==> src/rtl/usr_pkg.sv <==
// rtl/usr_pkg.sv - shared encodings for the universal shift register sequencer
package usr_pkg;

  typedef enum logic [1:0] {
    OP_LOAD = 2'b00,
    OP_SHR  = 2'b01,
    OP_SHL  = 2'b10,
    OP_ROTR = 2'b11
  } op_e;

  typedef enum logic [1:0] {
    SEL_HOLD = 2'b00,
    SEL_SHR  = 2'b01,
    SEL_SHL  = 2'b10,
    SEL_LOAD = 2'b11
  } sel_e;

  typedef enum logic [1:0] {
    S_IDLE = 2'b00,
    S_RUN  = 2'b01,
    S_DONE = 2'b10
  } state_e;

  // Rotate right reuses the shift-right mux path; only the serial source differs.
  function automatic sel_e op_to_sel(input op_e op);
    case (op)
      OP_LOAD: return SEL_LOAD;
      OP_SHL:  return SEL_SHL;
      default: return SEL_SHR;
    endcase
  endfunction

endpackage

==> src/rtl/usr_shift_counter.sv <==
// rtl/usr_shift_counter.sv - loadable down-counter with last/zero flags
module usr_shift_counter #(
  parameter int CNT_W = 3
) (
  input  logic             i_clk,
  input  logic             i_reset,
  input  logic             i_load,
  input  logic [CNT_W-1:0] i_load_val,
  input  logic             i_dec,
  output logic             o_last,
  output logic             o_zero
);

  localparam logic [CNT_W-1:0] ONE = CNT_W'(1);

  logic [CNT_W-1:0] r_cnt;

  always_ff @(posedge i_clk) begin
    if (i_reset) begin
      r_cnt <= '0;
    end else if (i_load) begin
      r_cnt <= i_load_val;
    end else if (i_dec && (r_cnt != '0)) begin
      r_cnt <= r_cnt - ONE;
    end
  end

  assign o_last = (r_cnt == ONE);
  // Zero looks at the value being loaded so the accept cycle can bypass RUN.
  assign o_zero = ((i_load ? i_load_val : r_cnt) == '0);

endmodule

==> src/rtl/usr_sequencer.sv <==
// rtl/usr_sequencer.sv - command sequencer driving the 4-bit universal shift register
module usr_sequencer
  import usr_pkg::*;
#(
  parameter int WIDTH = 4,
  parameter int CNT_W = 3
) (
  input  logic             i_clk,
  input  logic             i_reset,
  input  logic             i_cmd_valid,
  output logic             o_cmd_ready,
  input  logic [1:0]       i_cmd_op,
  input  logic [CNT_W-1:0] i_cmd_count,
  input  logic             i_cmd_fill,
  input  logic [WIDTH-1:0] i_load_data,
  input  logic [WIDTH-1:0] i_usr_q,
  output logic [1:0]       o_sel,
  output logic             o_ser_r,
  output logic             o_ser_l,
  output logic [WIDTH-1:0] o_par_out,
  output logic             o_busy,
  output logic             o_done
);

  localparam logic [CNT_W-1:0] LOAD_COUNT = CNT_W'(1);

  state_e           r_state;
  state_e           w_state_nxt;
  op_e              r_op;
  logic             r_fill;
  logic [WIDTH-1:0] r_data;
  sel_e             r_sel;
  logic             r_ser_r;
  logic             r_ser_l;
  logic             r_rot;
  logic             r_busy;
  logic             r_done;

  logic             w_accept;
  op_e              w_op_cur;
  logic             w_fill_cur;
  logic [CNT_W-1:0] w_load_val;
  logic             w_cnt_last;
  logic             w_cnt_zero;
  sel_e             w_sel_nxt;
  logic             w_ser_r_nxt;
  logic             w_ser_l_nxt;
  logic             w_rot_nxt;
  logic             w_unused_q;

  assign o_cmd_ready = (r_state == S_IDLE) && !i_reset;
  assign w_accept    = i_cmd_valid && o_cmd_ready;

  // Command fields as they will be seen next cycle: fresh on accept, latched otherwise.
  assign w_op_cur   = w_accept ? op_e'(i_cmd_op) : r_op;
  assign w_fill_cur = w_accept ? i_cmd_fill : r_fill;
  assign w_load_val = (op_e'(i_cmd_op) == OP_LOAD) ? LOAD_COUNT : i_cmd_count;

  usr_shift_counter #(
    .CNT_W (CNT_W)
  ) u_cnt (
    .i_clk      (i_clk),
    .i_reset    (i_reset),
    .i_load     (w_accept),
    .i_load_val (w_load_val),
    .i_dec      (r_state == S_RUN),
    .o_last     (w_cnt_last),
    .o_zero     (w_cnt_zero)
  );

  always_comb begin
    w_state_nxt = r_state;
    case (r_state)
      S_IDLE: begin
        if (w_accept) begin
          w_state_nxt = w_cnt_zero ? S_DONE : S_RUN;
        end
      end
      S_RUN: begin
        if (w_cnt_last) begin
          w_state_nxt = S_DONE;
        end
      end
      default: w_state_nxt = S_IDLE;
    endcase
  end

  // Outputs are computed from the next state so they appear registered in the cycle they apply.
  always_comb begin
    w_sel_nxt   = SEL_HOLD;
    w_ser_r_nxt = 1'b0;
    w_ser_l_nxt = 1'b0;
    w_rot_nxt   = 1'b0;
    if (w_state_nxt == S_RUN) begin
      w_sel_nxt = op_to_sel(w_op_cur);
      case (w_op_cur)
        OP_SHR:  w_ser_r_nxt = w_fill_cur;
        OP_SHL:  w_ser_l_nxt = w_fill_cur;
        OP_ROTR: w_rot_nxt   = 1'b1;
        default: ;
      endcase
    end
  end

  always_ff @(posedge i_clk) begin
    if (i_reset) begin
      r_state <= S_IDLE;
      r_op    <= OP_LOAD;
      r_fill  <= 1'b0;
      r_data  <= '0;
      r_sel   <= SEL_HOLD;
      r_ser_r <= 1'b0;
      r_ser_l <= 1'b0;
      r_rot   <= 1'b0;
      r_busy  <= 1'b0;
      r_done  <= 1'b0;
    end else begin
      r_state <= w_state_nxt;
      r_sel   <= w_sel_nxt;
      r_ser_r <= w_ser_r_nxt;
      r_ser_l <= w_ser_l_nxt;
      r_rot   <= w_rot_nxt;
      r_busy  <= (w_state_nxt != S_IDLE);
      r_done  <= (w_state_nxt == S_DONE);
      if (w_accept) begin
        r_op   <= op_e'(i_cmd_op);
        r_fill <= i_cmd_fill;
        r_data <= i_load_data;
      end
    end
  end

  assign o_sel     = r_sel;
  // Rotate feeds the LSB straight back so each cycle sees the freshly shifted register.
  assign o_ser_r   = r_rot ? i_usr_q[0] : r_ser_r;
  assign o_ser_l   = r_ser_l;
  assign o_par_out = r_data;
  assign o_busy    = r_busy;
  assign o_done    = r_done;

  assign w_unused_q = ^i_usr_q[WIDTH-1:1];

endmodule

==> config.mk <==
export PLATFORM = sky130hd
export DESIGN_NAME = usr_sequencer
export DESIGN_NICKNAME = d
export VERILOG_FILES = /design/src/rtl/usr_pkg.sv /design/src/rtl/usr_shift_counter.sv /design/src/rtl/usr_sequencer.sv
export SDC_FILE = /design/constraint.sdc
export NUM_CORES = 1
export LEC_CHECK = 0
export BUFFER_PORTS_ARGS = -buffer_cell sky130_fd_sc_hd__buf_4
export CAP_MARGIN = 20
export CORE_MARGIN = 3
export CORE_UTILIZATION = 50
export CTS_BUF_LIST = sky130_fd_sc_hd__clkbuf_16
export CTS_CLUSTER_SIZE = 10
export DETAILED_ROUTE_END_ITERATION = 16
export PLACE_DENSITY = 0.82
export SYNTH_ARGS = -nofsm -noshare
export SYNTH_HDL_FRONTEND = slang
export SYNTH_HIERARCHICAL = 1
export SYNTH_SLANG_ARGS = --single-unit
==> constraint.sdc <==
create_clock -name i_clk -period 5.1 [get_ports i_clk]
set_input_delay 1.02 -clock i_clk [delete_from_list [all_inputs] [get_ports i_clk]]
set_output_delay 1.02 -clock i_clk [all_outputs]
set_load 0.005 [all_outputs]
==> impl_metrics.yaml <==
outcome:
  status: "complete, no violations"
placement:
  placed_area_mm2: 0.00107
  port_buffers: 24
  place_hpwl_um: 1200
  gp_congestion: 0.695
critical_path:
  critPathCaptureType: "flip-flop"
  required_ps: 5260
  reg2reg_to: "r_ser_r"
  setup.worst_path.start_class: "primary input"
  r2r-start: "r_state[1]"
  critPathMaxFanout: 15
  crit_path_end: "r_ser_r"
  cp.arrival_ps: 2900
  rrSetupSlack_ps: 2960
  reg2reg_depth: 6
  cp-startpoint: "i_reset"
  critical_path_class: "in -> reg"
detailed_routing:
  wl_um: 1670
  drtAntennaViolNets: 0
  wl_per_cell_um: 12.0
  dr.pass1.iters: 4
  num_vias: 720
  drtIter0Drc: 22
  drc: 0
  viasPerCell: 5.18
clocking:
  clk_pin_slew_ps: 50
  clk_path_buf_depth: 2
  clkLatencyLatePin_ps: 240
  htreeDepth: 1
  numCtsBuffers: 3
  cts_tree: "yes"
  cts_resized: 0
  cts_root_buf: "clkbuf_16"
  cts_sinks: 19
  cts_setup_buffers: 0
  postCtsHoldBufs: 0
global_route:
  grt_pass1_vias: 640
  antenna_found_initial: 0
  grt_max_degree: 22
  track_usage_pct: 16.6
  grt_pass1_wl_um: 2700
  grt_overflow_total: 0
yosys:
  synth_ff_type: "dfxtp_1"
  ys_async_sr_fraction_pct: 0
  yosysWarnings: 6
  synth_seq_cells: 19
  avgSynthCellArea_um2: 10.0
  synth_area_leader_cell: "dfxtp_1"
  synthTopCellsByArea: "dfxtp_1 43%, mux2i_1 7.9%, nor2b_1 4.9%"
  synth_cell_types: 33
  synth_fp_nets: 109
  syn_area_um2: 890
  seq_area_frac_synth_pct: 42.8
  synth_edf_count: 0
  synth_top_area_share_pct: 42.8
  synth_cells: 89
floorplanning:
  coreArea_mm2: 0.00159
  num_io_pins: 28
  die_y_um: 48.2
  dieArea_mm2: 0.00232
  rows: 14
  start_util_pct: 55.8
  die_width_um: 48.2
timing:
  rsz0062_at_grt: "no"
  report.final.setup_viol: 0
  max_freq_mhz: 364
  final_hold_viol_count: 0
  period_share_pct: 53.9
  finalSetupTns_ps: 0
  period_needed_ps: 2750
  worstMarginPinSlew_ps: 710
  drv_slew: 0
  maxSlewHeadroom_pct: 52.5
  fin_skew_ps: 0.409
cells_and_area:
  drive_gt1_share_pct: 32.2
  final_area_mm2: 0.00116
  antennaDiodeCount: 0
  num-fill-cells: 115
  nets: 136
  syn_to_final_growth_pct: 30.7
power_and_ir_drop:
  power.density_mw_per_mm2: 358
  power_uw: 416
  peakVddDrop_mv: 0.411
  power.leakage_nw: 0.506
flow_run:
  maxCapViolCount: 0
worst_hold_path:
  hold_path_class: "reg -> reg"
## kinds of logic (layout without fill, tap and decap cells)
| kind of cell | after synthesis | after routing | share of synthesized area (%) |
|---|---|---|---|
| buffers and inverters | 7 | 33 | 4.78 |
| AO/OA/AOI/OAI | 12 | 12 | 10.8 |
| multiplexers | 8 | 8 | 9.14 |
| adder cells (fa/ha/maj) | 3 | 3 | 4.22 |
| AND/OR/NAND/NOR | 40 | 40 | 28.3 |
| flip-flops | 19 | 19 | 42.8 |
## cell type report
class	count	area, µm²	area share, %
Clock inverter	1	3.75	0.323
Tap cell	24	30.0	2.58
Inverter	4	15.0	1.29
Clock buffer	3	75.1	6.46
Sequential cell	19	380	32.7
Timing Repair Buffer	25	191	16.5
Multi-Input combinational cell	63	467	40.2
## layer usage
layer	global-route usage [%]	up-vias	part of all wire [%]
met1	19.2	329	43
li1	-	362	-
met2	28.9	27	48
met4	3.23	0	0.84
met5	0	-	0
met3	6.27	2	7.8
## cell usage after synthesis, types with 2 or more instances
| cell | count |
|---|---|
| inv_1 | 4 |
| and2_1 | 2 |
| mux2i_1 | 7 |
| nor3b_1 | 2 |
| ha_1 | 3 |
| buf_6 | 2 |
| nand2_1 | 4 |
| nor3_1 | 5 |
| nor2_1 | 11 |
| a21oi_1 | 2 |
| nor2b_1 | 7 |
| dfxtp_1 | 19 |
## power by group
group	switching, mW	total, mW	internal, mW
sequential	0.0113	0.174	0.163
clock	0.0501	0.154	0.104
combinational	0.0418	0.0881	0.0463
## worst max-delay path, cell delays in order
cell     delay, ps
buf_4          170
nor4b_4        680
buf_6          240
o41ai_1        110
nor3b_1        200
o21ai_1        180
nor4b_2        280
## state kept, by name (all words and copies together), names as in the netlist
register / cells
o_par_out: 4
u_cnt/r_cnt: 3
o_sel: 2
r_op: 2
r_state: 2
o_busy: 1
o_done: 1
o_ser_l: 1
r_fill: 1
r_rot: 1
r_ser_r: 1
## how the worst min path moves through the flow
stage	slack [ps]	end	from	cells past startpoint
final	500	o_par_out[1]	o_par_out[1]	2
after CTS	500	o_ser_l	r_fill	2
after floorplan	470	o_ser_l	r_fill	2
after global placement	480	o_par_out[2]	o_par_out[2]	2
after detailed placement	490	o_ser_l	r_fill	2
after global routing	530	o_par_out[3]	o_par_out[3]	2
## cells in the final DEF (no fill, tap or decap), drive strengths merged, types with 3 or more instances in the layout
master,instances
buf,25
clkbuf,3
dfxtp,19
ha,3
inv,5
mux2i,7
nand2,4
nor2,11
nor2b,7
nor3,5
## per-stage QoR
| stage | hold WS [ps] | setup WS [ps] | util [%] | std cells |
|---|---|---|---|---|
| after floorplan | 473 | 2520 | - | 89 |
| after global placement | 476 | 1900 | 67.3 | 134 |
| after detailed placement | 486 | 1850 | 67.3 | 134 |
| after CTS | 500 | 2110 | 72.2 | 138 |
| after global routing | 530 | 2240 | 72.9 | 139 |
| final | 496 | 2350 | 72.9 | 139 |
Power figures use the tool's default switching activity.
